File: src/rtl/al_accel_pkg.sv
// Shared types and constants for the 3x3 convolution accelerator blocks.
package al_accel_pkg;

  localparam int unsigned AL_DW     = 8;
  localparam int unsigned AL_KROWS  = 3;
  localparam int unsigned AL_KCOLS  = 3;
  localparam int unsigned AL_KCNT_W = 8;

  typedef enum logic [1:0] {
    WL_IDLE  = 2'd0,
    WL_FILL  = 2'd1,
    WL_WRITE = 2'd2,
    WL_DONE  = 2'd3
  } wl_state_e;

endpackage

File: src/rtl/al_accel_wload.sv
// Weight loader: packs a byte stream into 3-byte kernel rows and strobes them to the weight bank.
// Optional build macro AL_ACCEL_WLOAD_CKSUM_EN adds a mod-256 byte checksum compare.
module al_accel_wload
  import al_accel_pkg::*;
#(
  parameter int unsigned DW     = AL_DW,
  parameter int unsigned KROWS  = AL_KROWS,
  parameter int unsigned KCNT_W = AL_KCNT_W
) (
  input  logic              clk,
  input  logic              rst_n,
  input  logic              wl_start,
  input  logic              wl_abort,
  input  logic [KCNT_W-1:0] wl_num_kern,
  input  logic [DW-1:0]     s_data,
  input  logic              s_valid,
`ifdef AL_ACCEL_WLOAD_CKSUM_EN
  input  logic [7:0]        wl_cksum_exp,
  output logic              wl_cksum_err,
`endif
  output logic              s_ready,
  output logic [DW-1:0]     wl_do_0,
  output logic [DW-1:0]     wl_do_1,
  output logic [DW-1:0]     wl_do_2,
  output logic [1:0]        wl_sel,
  output logic              wl_row_we,
  output logic [KCNT_W-1:0] wl_kern_idx,
  output logic              wl_busy,
  output logic              wl_done
);

  localparam logic [1:0] ROW_LAST = 2'(KROWS - 1);
  localparam logic [1:0] COL_LAST = 2'(AL_KCOLS - 1);

  wl_state_e         state_q, state_d;
  logic [1:0]        col_q, col_d;
  logic [1:0]        row_q, row_d;
  logic [KCNT_W-1:0] kidx_q, kidx_d;
  logic [KCNT_W-1:0] num_q, num_d;
  logic [DW-1:0]     do0_q, do0_d, do1_q, do1_d, do2_q, do2_d;
  logic              s_ready_q, s_ready_d;
  logic              row_we_q, row_we_d;
  logic              busy_q, busy_d;
  logic              done_q, done_d;
  logic              start_acc;
  logic              hs;

  assign start_acc = (state_q == WL_IDLE) && wl_start && !wl_abort;
  assign hs        = (state_q == WL_FILL) && s_valid && !wl_abort;

  // Next-state, counters, row pack registers and registered Moore outputs
  always_comb begin
    state_d = state_q;
    col_d   = col_q;
    row_d   = row_q;
    kidx_d  = kidx_q;
    num_d   = num_q;
    do0_d   = do0_q;
    do1_d   = do1_q;
    do2_d   = do2_q;

    if (wl_abort) begin
      state_d = WL_IDLE;
      col_d   = 2'd0;
    end else begin
      unique case (state_q)
        WL_IDLE: begin
          if (wl_start) begin
            num_d   = wl_num_kern;
            col_d   = 2'd0;
            row_d   = 2'd0;
            kidx_d  = '0;
            state_d = (wl_num_kern != '0) ? WL_FILL : WL_DONE;
          end
        end
        WL_FILL: begin
          if (s_valid) begin
            case (col_q)
              2'd0:    do0_d = s_data;
              2'd1:    do1_d = s_data;
              default: do2_d = s_data;
            endcase
            if (col_q == COL_LAST) begin
              col_d   = 2'd0;
              state_d = WL_WRITE;
            end else begin
              col_d = col_q + 2'd1;
            end
          end
        end
        WL_WRITE: begin
          if (row_q != ROW_LAST) begin
            row_d   = row_q + 2'd1;
            state_d = WL_FILL;
          end else if (kidx_q < (num_q - KCNT_W'(1))) begin
            kidx_d  = kidx_q + KCNT_W'(1);
            row_d   = 2'd0;
            state_d = WL_FILL;
          end else begin
            state_d = WL_DONE;
          end
        end
        WL_DONE: state_d = WL_IDLE;
        default: state_d = WL_IDLE;
      endcase
    end

    s_ready_d = (state_d == WL_FILL);
    row_we_d  = (state_d == WL_WRITE);
    busy_d    = (state_d != WL_IDLE);
    done_d    = (state_d == WL_DONE);
  end

  always_ff @(posedge clk or negedge rst_n) begin
    if (!rst_n) begin
      state_q   <= WL_IDLE;
      col_q     <= 2'd0;
      row_q     <= 2'd0;
      kidx_q    <= '0;
      num_q     <= '0;
      do0_q     <= '0;
      do1_q     <= '0;
      do2_q     <= '0;
      s_ready_q <= 1'b0;
      row_we_q  <= 1'b0;
      busy_q    <= 1'b0;
      done_q    <= 1'b0;
    end else begin
      state_q   <= state_d;
      col_q     <= col_d;
      row_q     <= row_d;
      kidx_q    <= kidx_d;
      num_q     <= num_d;
      do0_q     <= do0_d;
      do1_q     <= do1_d;
      do2_q     <= do2_d;
      s_ready_q <= s_ready_d;
      row_we_q  <= row_we_d;
      busy_q    <= busy_d;
      done_q    <= done_d;
    end
  end

`ifdef AL_ACCEL_WLOAD_CKSUM_EN
  logic [7:0] sum_q, sum_d;
  logic       err_q, err_d;

  // Running sum of accepted bytes; compared once when the load completes
  always_comb begin
    sum_d = sum_q;
    err_d = err_q;
    if (start_acc) begin
      sum_d = 8'd0;
      err_d = 1'b0;
    end else if (hs) begin
      sum_d = sum_q + 8'(s_data);
    end
    if (wl_abort) begin
      err_d = 1'b0;
    end else if ((state_d == WL_DONE) && (state_q != WL_DONE)) begin
      err_d = (sum_d != wl_cksum_exp);
    end
  end

  always_ff @(posedge clk or negedge rst_n) begin
    if (!rst_n) begin
      sum_q <= 8'd0;
      err_q <= 1'b0;
    end else begin
      sum_q <= sum_d;
      err_q <= err_d;
    end
  end

  assign wl_cksum_err = err_q;
`endif

  assign s_ready     = s_ready_q;
  assign wl_row_we   = row_we_q;
  assign wl_busy     = busy_q;
  assign wl_done     = done_q;
  assign wl_sel      = row_q;
  assign wl_kern_idx = kidx_q;
  assign wl_do_0     = do0_q;
  assign wl_do_1     = do1_q;
  assign wl_do_2     = do2_q;

endmodule
File: config.mk
export PLATFORM = sky130hd
export DESIGN_NAME = al_accel_wload
export DESIGN_NICKNAME = d
export VERILOG_FILES = /design/src/rtl/al_accel_pkg.sv /design/src/rtl/al_accel_wload.sv
export SDC_FILE = /design/constraint.sdc
export NUM_CORES = 1
export LEC_CHECK = 0
export CORE_ASPECT_RATIO = 0.5
export CORE_UTILIZATION = 40
export DETAILED_ROUTE_END_ITERATION = 6
export GPL_ROUTABILITY_DRIVEN = 0
export PLACE_DENSITY_LB_ADDON = 0.25
export SETUP_SLACK_MARGIN = 0.4
export SYNTH_ARGS = -nofsm -noshare
export SYNTH_HDL_FRONTEND = slang
export SYNTH_SLANG_ARGS = --single-unit
File: constraint.sdc
create_clock -name clk -period 3.2 [get_ports clk]
set_input_delay 0.48 -clock clk [delete_from_list [all_inputs] [get_ports clk]]
set_output_delay 0.48 -clock clk [all_outputs]
set_load 0.05 [all_outputs]
==> summary.txt, run 1 <==
Synthesis
  • Asr flop ratio synth: 100%
  • Post-synth EDFFs: 0
  • Synthesized instance count: 196
  • Post-synthesis sequential area ratio: 50.9%
  • Syn nets: 226
  • Register bit total from synthesis: 50
  • Post-synthesis cell type count: 44
  • Mapped Area: 0.00246 mm^2
  • Post-Syn Area per Cell: 12.5 um^2
  • Top FF cell, synth: dfrtp_1
  • Synth warnings: 0

STA
  • Unrepaired setup endpoints after global routing: false
  • Actual slew at the worst max-slew pin: 1110 ps
  • Setup TNS: 0 ps
  • Hold Fails Final Rpt: 0
  • Final period util: between 70 and 80%
  • Tmin final: 2550 ps
  • Max Transition Viols Final: 0
  • Slew HR: 26.1%
  • Post-route clock skew: 5.76 ps
  • WHS: 387 ps
  • Fmax: 393 MHz
  • Final Setup Violations: 0

Global routing
  • Largest net degree at the start of global routing: 51
  • Gr usage total: 17.2%
  • Antenna violations before repair: 0
  • First-pass GRT wire length: 8360 um
  • Number of global-route vias before repair: 1747
  • Overflow after GRT: 0

CTS
  • CTS root buf: clkbuf_16
  • Clock Latency Late Sink: 300 ps
  • Longest Clk Path Bufs: 2
  • Clk sink count: 50
  • CTS tree: done
  • Post-CTS Resized: 0
  • Clock transition at path regs: roughly 70 ps
  • CTS buffer count: 5
  • Hold_buf cts: 0
  • Setup Buffers After CTS: 0
  • Htree depth: 2

Final layout
  • Design Area, Final: 0.00324 mm^2
  • Cell Count, Final, Fillers Out: about 330
  • Most common cell after layout, fill and taps aside: clkdlybuf4s50_1
  • P&R area growth vs syn: 31.9%
  • Share of cells above drive strength 1: between 10% and 20%
  • Most frequent cells in the layout: clkdlybuf4s50_1 (57), dfrtp_1 (50), mux2_2 (22)
  • Core Util, Final: 56.8%
  • Ant. Diodes: 0
  • Nets: about 290

Outcome
  • Status: finished clean

Routing
  • Via count: approximately 1700
  • WL/cell: 15.3 um
  • Final wirelength: 5070 um
  • DRT iter0 DRCs: 63
  • Final ANT Viol Nets: 0
  • DR pass1 iterations: 4
  • # DRC: 0
  • Via density: 5.20

Pwr
  • Pwr/cell area: about 630 mW/mm^2
  • Worst vdd ir: 0.410 mV
  • Leakage: 1.44 nW

Floorplan
  • Initial core utilization: 43.1%
  • Chip height: 57.4 um
  • Cell Rows: 19
  • Io pins: 59
  • Die ar.: 0.00648 mm^2
  • Core footprint: 0.00571 mm^2
  • Chip width: 113 um

Worst hold path
  • Min-delay worst type: primary input to asynchronous set/reset pin

Critical path
  • Worst EP arrival: 2760 ps
  • Levels on crit path: 11
  • Max Fanout on Critical Path: 10
  • Type of origin of the critical path: flop
  • Crit path kind: flop to flop
  • R2R cell count: 11
  • Delay-heaviest family, CP: simple AND/OR/NAND/NOR gates
  • CP bufs+invs: 1
  • Crit end category: flop
  • CP most frequent cell: ha_1
  • Crit path largest cell delay: 390 ps
  • Crit path cell chain: inv_1 > ha_1 > nand2_1 > nor3_1 > xnor2_1 > ha_1 > nand4b_1 > o22a_1 > nand3_4 > or2_1 > o31ai_2
  • Worst endpoint required time: 3410 ps
  • Worst path slowest cell: dfrtp_1

Place
  • Post-placement cell area: 0.00310 mm^2
  • Post-DP HPWL: 3620 um
  • Placed insts: 324
  • PortBufs: 58

Job
  • Max-cap violations: 0
==> per-layer routing <==
metal  wire [um]  GRT usage, %  up-vias
met3         295          5.95        8
met4          85          7.33        0
met5           0             0        -
li1            -             -      837
met2        2390          28.4       44
met1        2290          20.9      837
==> area by class of cell <==
class,count,area [um^2]
clock buffers,6,129
clock inverters,2,13.8
fillers,485,2460
inverters,6,22.5
multi-input cells,136,1150
flip-flops and latches,50,1250
well taps,73,91.3
repair buffers,59,583
==> worst register-to-register path, stage by stage (launching register included) <==
cell      delay, ps
dfrtp_1         390
inv_1           100
ha_1            190
nand2_1          90
nor3_1          200
xnor2_1         150
ha_1            240
nand4b_1        130
o22a_1          240
nand3_4         130
or2_1           360
o31ai_2         240
==> power breakdown <==
group / internal (mW) / switching [mW] / leakage (nW)
registers: 0.731 / 0.0834 / 0.657
logic: 0.291 / 0.401 / 0.707
clock network: 0.291 / 0.244 / 0.0708
==> synth_stat cells, types with 2 or more instances <==
library cell | number | area share, %
a21o_1 | 4 | 1.2
o21ai_0 | 10 | 2.0
a31oi_1 | 3 | 0.76
nand3b_1 | 3 | 0.92
nand2_1 | 9 | 1.4
nor2_1 | 13 | 2.0
dfrtp_1 | 50 | 51
nor3_1 | 2 | 0.41
nor4_1 | 3 | 0.76
ha_1 | 9 | 4.6
a21oi_1 | 4 | 0.81
o31ai_2 | 5 | 2.5
o21ai_1 | 3 | 0.61
nand2b_1 | 2 | 0.51
o211ai_1 | 2 | 0.61
xnor2_1 | 5 | 1.8
mux2_4 | 8 | 4.9
inv_1 | 6 | 0.92
and3_1 | 3 | 0.76
nand3_1 | 6 | 1.2
mux2_2 | 22 | 10
buf_6 | 2 | 0.92
==> kinds of logic (layout without fill, tap and decap cells) <==
family	after synthesis	after routing	share of synthesized area, %
muxes	31	31	15.4
DFF	50	50	50.9
buffers and inverters	10	73	2.29
AOI/OAI and AO/OA	37	37	11.4
and+or+nand+nor	53	53	13.3
adders and majority gates	9	9	4.58
xor gates and xnor gates	6	6	2.14
==> metrics by stage <==
step / power (mW) / setup WS [ps]
final: 2.04 / 653
after global routing: 2.14 / 427
after CTS: 2.06 / 641
after detailed placement: 1.52 / 659
after global placement: 1.51 / 749
after floorplan: 1.29 / 888
==> flip-flops by register name (all words and copies together), names as in the netlist, 2 cells and up <==
name,flops
col_q,2
num_q,8
state_q,2
wl_do_0,8
wl_do_1,8
wl_do_2,8
wl_kern_idx,8
wl_sel,2
==> path summary, 6_finish.rpt <==
path,from,endpoint,slack [ps]
worst max-delay path,num_q[0],wl_kern_idx[7],650
worst min-delay path,rst_n,wl_do_2[1],390
worst max register to register,num_q[0],wl_kern_idx[7],650
worst min register to register,wl_do_2[0],wl_do_2[0],510
max in group asynchronous,rst_n,wl_kern_idx[7],2120
min in group clk,wl_do_2[0],wl_do_2[0],510
Power figures use the tool's default switching activity.
==> run 2, diff against run 1 <==
==> constraint.sdc (replaced) <==
create_clock -name clk -period 2.3 [get_ports clk]
set_input_delay 0.345 -clock clk [delete_from_list [all_inputs] [get_ports clk]]
set_output_delay 0.345 -clock clk [all_outputs]
set_load 0.05 [all_outputs]
==> summary.txt, run 2 (synthesis results as in run 1) <==
Global routing
  • Antenna violations before repair: 0 (unchanged)
  • Number of global-route vias before repair: 1816 (+3.9%)
  • Overflow after GRT: 0 (unchanged)
  • Gr usage total: 17.9% (+0.72 points)
  • First-pass GRT wire length: 8850 um (+5.9%)
  • Largest net degree at the start of global routing: 51 (unchanged)

Critical path
  • R2R cell count: 11 (unchanged)
  • Delay-heaviest family, CP: simple AND/OR/NAND/NOR gates
  • Crit end category: flop
  • CP most frequent cell: nand3_4
  • Worst endpoint required time: 2510 ps (-900 ps)
  • Critical R2R Launch: num_q[0]
  • Type of origin of the critical path: flop
  • Max Fanout on Critical Path: 7 (-3)
  • R2r setup slk: -20 ps (-680 ps)
  • Crit path largest cell delay: 400 ps (about the same)
  • Crit path kind: flop to flop
  • CP bufs+invs: 2 (+1)
  • Worst path slowest cell: dfrtp_1
  • Crit path cell chain: inv_2 > buf_12 > nand3_4 > nor4_4 > xnor2_1 > ha_1 > nand4b_1 > o22a_1 > nand3_4 > or2_4 > o31ai_2
  • Reg-to-reg endpoint: wl_kern_idx[4]
  • Worst EP arrival: 2530 ps (-230 ps)

STA
  • Final Setup Violations: 8 (+8)
  • Final worst-path setup slack: -22.9 ps (-676 ps)
  • Post-route clock skew: 4.21 ps (-1.55 ps)
  • Setup TNS: -62.4 ps (-62.4 ps)
  • Fmax: 430 MHz (+9.7%)
  • Max Transition Viols Final: 0 (unchanged)
  • Tmin final: 2320 ps (-224 ps)
  • Hold Fails Final Rpt: 0 (unchanged)
  • Final period util: 101% (+21 points)
  • Unrepaired setup endpoints after global routing: true
  • Slew HR: 57.4% (+31 points)
  • Actual slew at the worst max-slew pin: 639 ps (-469 ps)

CTS
  • CTS root buf: clkbuf_16
  • Hold_buf cts: 0 (unchanged)
  • CTS buffer count: 5 (unchanged)
  • CTS tree: done
  • Htree depth: 2 (unchanged)
  • Clock transition at path regs: 70 ps (about the same)
  • Longest Clk Path Bufs: 2 (unchanged)
  • Clk sink count: 50 (unchanged)
  • Clock Latency Late Sink: 300 ps (about the same)

Place
  • PortBufs: 58 (unchanged)
  • Post-DP HPWL: 3640 um (+0.56%)
  • Place WS: -109 ps (-768 ps)
  • Placed insts: 333 (+2.8%)

Outcome
  • Status: finished with violations
  • Failing checks: negative setup slack

Pwr
  • Pwr/cell area: 852 mW/mm^2 (+35%)
  • Power Total: 3.05 mW (+49%)
  • Leakage: 1.63 nW (+14%)
  • Worst vdd ir: 0.628 mV (+53%)

Final layout
  • Cell Count, Final, Fillers Out: 355 (+6.9%)
  • P&R area growth vs syn: 45.5%
  • Most common cell after layout, fill and taps aside: dfrtp_1
  • Fillers: 447 (-7.8%)
  • Share of cells above drive strength 1: 34.4% (+15 points)
  • Multi-input gate area: 0.00130 mm^2 (+13%)
  • Nets: 311 (+8.0%)
  • Area taken by flip-flops and latches: 0.00125 mm^2 (unchanged)
  • Ant. Diodes: 0 (unchanged)
  • Core Util, Final: 62.7% (+5.9 points)
  • Most frequent cells in the layout: dfrtp_1 (50), clkdlybuf4s50_1 (47), mux2_2 (22)

Floorplan
  • Die ar.: 0.00648 mm^2 (unchanged)
  • Cell Rows: 19 (unchanged)
  • Chip width: 113 um (unchanged)
  • Initial core utilization: 43.1% (unchanged)
  • Io pins: 59 (unchanged)
  • Core footprint: 0.00571 mm^2 (unchanged)
  • Chip height: 57.4 um (unchanged)

Routing
  • Via count: 1826 (+5.8%)
  • Via density: 5.14 (-1.1%)
  • WL/cell: 15.4 um (+1.0%)
  • Final ANT Viol Nets: 0 (unchanged)
  • Final wirelength: 5470 um (+8.0%)
  • # DRC: 0 (unchanged)
  • DR pass1 iterations: 4 (unchanged)
  • DRT iter0 DRCs: 81 (+29%)

Job
  • Max-cap violations: 0 (unchanged)

Worst hold path
  • Min-delay worst type: primary input to asynchronous set/reset pin
==> run 2: worst max-delay path by stage <==
| stage | startpoint | endpoint | slack, ps | depth (start not counted) |
|---|---|---|---|---|
| 4_1_cts | num_q[1] | s_ready | -30 | 11 |
| 5_1_grt | num_q[0] | wl_busy | -130 | 12 |
| 6_report | num_q[0] | wl_kern_idx[4] | -20 | 11 |
| 2_1_floorplan | num_q[3] | wl_kern_idx[3] | 40 | 11 |
| 3_3_place_gp | num_q[0] | wl_kern_idx[7] | 5 | 11 |
| 3_5_place_dp | num_q[0] | wl_kern_idx[3] | -110 | 11 |
==> run 2: per-stage QoR <==
step	instance area [um^2]	hold WS (ps)
after floorplan	2480	49.4
after global placement	3180	483
after detailed placement	3180	491
after CTS	3440	178
after global routing	3580	204
final	3580	161
==> run 2: layout make-up <==
cell class	count	area share, %
Multi-Input combinational cell	136	36.3
Sequential cell	50	35.0
Timing Repair Buffer	82	21.3
Clock buffer	7	3.99
Tap cell	73	2.55
Inverter	6	0.630
Clock inverter	1	0.245
==> run 2: repair_timing <==
item / CTS / global route
pin swaps: 17 / 10
resized for setup: 29 / 14
buffers inserted: 7 / 7
gates cloned: 0 / 0
setup endpoints to repair: 24 / 22
==> run 2: per-layer routing <==
layer | vias to the layer above | share of wire [%] | track usage [%] | routed length, um
met5 | - | 0 | 0 | 0
met4 | 0 | 1.1 | 6.20 | 59
met3 | 5 | 5.7 | 6.80 | 314
met2 | 39 | 47 | 29.5 | 2560
met1 | 892 | 46 | 22.0 | 2540
li1 | 890 | - | - | -
==> run 2: report_power, final <==
group | leakage (nW) | internal [mW] | switching [mW]
combinational | 0.901 | 0.502 | 0.625
sequential | 0.657 | 1.02 | 0.130
clock | 0.0745 | 0.438 | 0.337
==> run 3, diff against run 2 <==
--- a/config.mk
+++ b/config.mk
@@ -6,11 +6,13 @@
 export NUM_CORES = 1
 export LEC_CHECK = 0
 export CORE_ASPECT_RATIO = 0.5
+export CORE_MARGIN = 1.5
 export CORE_UTILIZATION = 40
 export DETAILED_ROUTE_END_ITERATION = 6
 export GPL_ROUTABILITY_DRIVEN = 0
 export PLACE_DENSITY_LB_ADDON = 0.25
-export SETUP_SLACK_MARGIN = 0.4
+export RECOVER_POWER = 25
+export SETUP_SLACK_MARGIN = 0.02
 export SYNTH_ARGS = -nofsm -noshare
 export SYNTH_HDL_FRONTEND = slang
 export SYNTH_SLANG_ARGS = --single-unit
==> summary.txt, run 3 (synthesis results as in run 1) <==
STA
  • Final Setup Violations: 3 (-5)
  • Hold Fails Final Rpt: 0 (unchanged)
  • Slew HR: 11.1% (-46 points)
  • Setup TNS: -25.1 ps (+37.3 ps)
  • Final worst-path setup slack: -15.1 ps (+7.82 ps)
  • Fmax: 432 MHz (+0.34%)
  • Unrepaired setup endpoints after global routing: true
  • Max Transition Viols Final: 0 (unchanged)
  • Actual slew at the worst max-slew pin: 1330 ps (+695 ps)
  • Final period util: 101% (-0.34 points)
  • Post-route clock skew: 3.72 ps (-0.491 ps)
  • Tmin final: 2320 ps (-7.82 ps)

Final layout
  • Share of cells above drive strength 1: 29.3% (-5.1 points)
  • Most common cell after layout, fill and taps aside: clkdlybuf4s50_1
  • Ant. Diodes: 0 (unchanged)
  • Nets: 302 (-2.9%)
  • Most frequent cells in the layout: clkdlybuf4s50_1 (57), dfrtp_1 (50), mux2_2 (22)
  • Fillers: 484 (+8.3%)
  • P&R area growth vs syn: 40.6%

Routing
  • Via count: 1800 (-1.4%)
  • DR pass1 iterations: 4 (unchanged)
  • Final wirelength: 5230 um (-4.5%)
  • WL/cell: 15.1 um (-2.0%)
  • DRT iter0 DRCs: 79 (-2.5%)
  • # DRC: 0 (unchanged)
  • Final ANT Viol Nets: 0 (unchanged)
  • Via density: 5.20 (+1.1%)

Floorplan
  • Core footprint: 0.00571 mm^2 (unchanged)
  • Io pins: 59 (unchanged)
  • Die ar.: 0.00665 mm^2 (+2.6%)
  • Cell Rows: 19 (unchanged)
  • Initial core utilization: 43.1% (unchanged)
  • Chip height: 58.4 um (+1.7%)
  • Chip width: 114 um (+0.89%)

CTS
  • Clock Latency Late Sink: 290 ps (about the same)
  • Clock transition at path regs: 70 ps (about the same)
  • Clk sink count: 50 (unchanged)
  • CTS root buf: clkbuf_16
  • CTS tree: done
  • CTS buffer count: 5 (unchanged)
  • Htree depth: 2 (unchanged)
  • Longest Clk Path Bufs: 2 (unchanged)

Critical path
  • Crit path cell chain: nor2_2 > nand3_2 > nor2_2 > xnor2_1 > ha_1 > a21oi_1 > o22a_1 > nand3_4 > or2_4 > o31ai_2
  • Type of origin of the critical path: flop
  • Worst path slowest cell: dfrtp_1
  • Worst endpoint required time: 2500 ps (about the same)
  • Crit end category: flop
  • CP most frequent cell: nor2_2
  • Worst EP arrival: 2520 ps (about the same)
  • Crit path kind: flop to flop
  • Crit path largest cell delay: 400 ps (about the same)
  • Max Fanout on Critical Path: 7 (unchanged)

Global routing
  • First-pass GRT wire length: 8630 um (-2.5%)
  • Gr usage total: 17.1% (-0.84 points)
  • Overflow after GRT: 0 (unchanged)
  • Antenna violations before repair: 0 (unchanged)
  • Largest net degree at the start of global routing: 27 (-47%)
  • Number of global-route vias before repair: 1816 (unchanged)

Outcome
  • Failing checks: negative setup slack
  • Status: finished with violations

Pwr
  • Worst vdd ir: 0.531 mV (-15%)
  • Pwr/cell area: 879 mW/mm^2 (+3.1%)
  • Leakage: 1.52 nW (-7.1%)
  • Power Total: 3.04 mW (-0.37%)

Worst hold path
  • Min-delay worst type: primary input to asynchronous set/reset pin

Job
  • Max-cap violations: 0 (unchanged)

Place
  • Post-DP HPWL: 3820 um (+4.8%)
  • PortBufs: 58 (unchanged)
-- run 3: changes by cell type in the layout (fill, tap and decap cells not counted), sizes merged --
cell	change
buf	-11
clkdlybuf4s50	+10
dlygate4sd2	-10
bufinv	+1
clkinv	+1
-- run 3: final timing paths --
check | startpoint | to | slack (ps) | cells past startpoint
min | rst_n | wl_do_0[3] | 330 | 1
min reg2reg | wl_do_2[4] | wl_do_2[4] | 510 | 1
max reg2reg | num_q[3] | wl_kern_idx[5] | -20 | 10
min in group clk | wl_do_2[4] | wl_do_2[4] | 510 | 1
max in group asynchronous | rst_n | wl_sel[1] | 880 | 2
max | num_q[3] | wl_kern_idx[5] | -20 | 10
-- run 3: what timing repair did --
item	4_1_cts	5_1_grt
setup buffers	2	1
gates resized for setup	6	20
setup endpoints to repair	12	14
hold buffers	0	0
pin swaps	2	3
endpoints found under the hold margin	0	0
-- run 3: cell type report --
class	count	area (um^2)	share of cell area (%)
Sequential cell	50	1250	36.2
Multi-Input combinational cell	136	1230	35.6
Timing Repair Buffer	73	687	19.9
Clock buffer	5	125	3.62
Tap cell	73	91.3	2.64
Clock inverter	3	47.5	1.38
Inverter	6	22.5	0.651
-- run 3: layer usage --
metal | global-route usage (%) | vias up | part of all wire, %
met3 | 5.46 | 9 | 5.8
met1 | 20.5 | 884 | 45
met5 | 0 | - | 0
li1 | - | 864 | -
met2 | 29.3 | 43 | 47
met4 | 6.96 | 0 | 1.5
-- run 3: report_power, final --
part,total (mW),internal [mW],leakage [nW],switching (mW)
sequential,1.14,1.02,0.657,0.124
clock,0.859,0.519,0.0844,0.340
combinational,1.04,0.447,0.776,0.590
-- run 3: worst max-delay path: cells and delay by family (launching register included) --
family / cells / cell delay [ps]
AND/OR/NAND/NOR: 5 / 800
XOR/XNOR: 1 / 150
AO/OA/AOI/OAI: 3 / 620
adder cells (fa/ha/maj): 1 / 270
flip-flops: 1 / 400
-- run 3: metrics by stage --
step | cell area (um^2) | util [%] | setup WS (ps) | instances | hold WS, ps
final | 3460 | 60.6 | -15.1 | 346 | 330
after global routing | 3460 | 60.6 | -165 | 346 | 442
after CTS | 3390 | 59.4 | 20.1 | 345 | 46.4
after detailed placement | 3190 | 56.0 | -85.2 | 335 | 372
after global placement | 3190 | 56.0 | -16.8 | 335 | 363
after floorplan | 2470 | - | 41.1 | 196 | 49.4
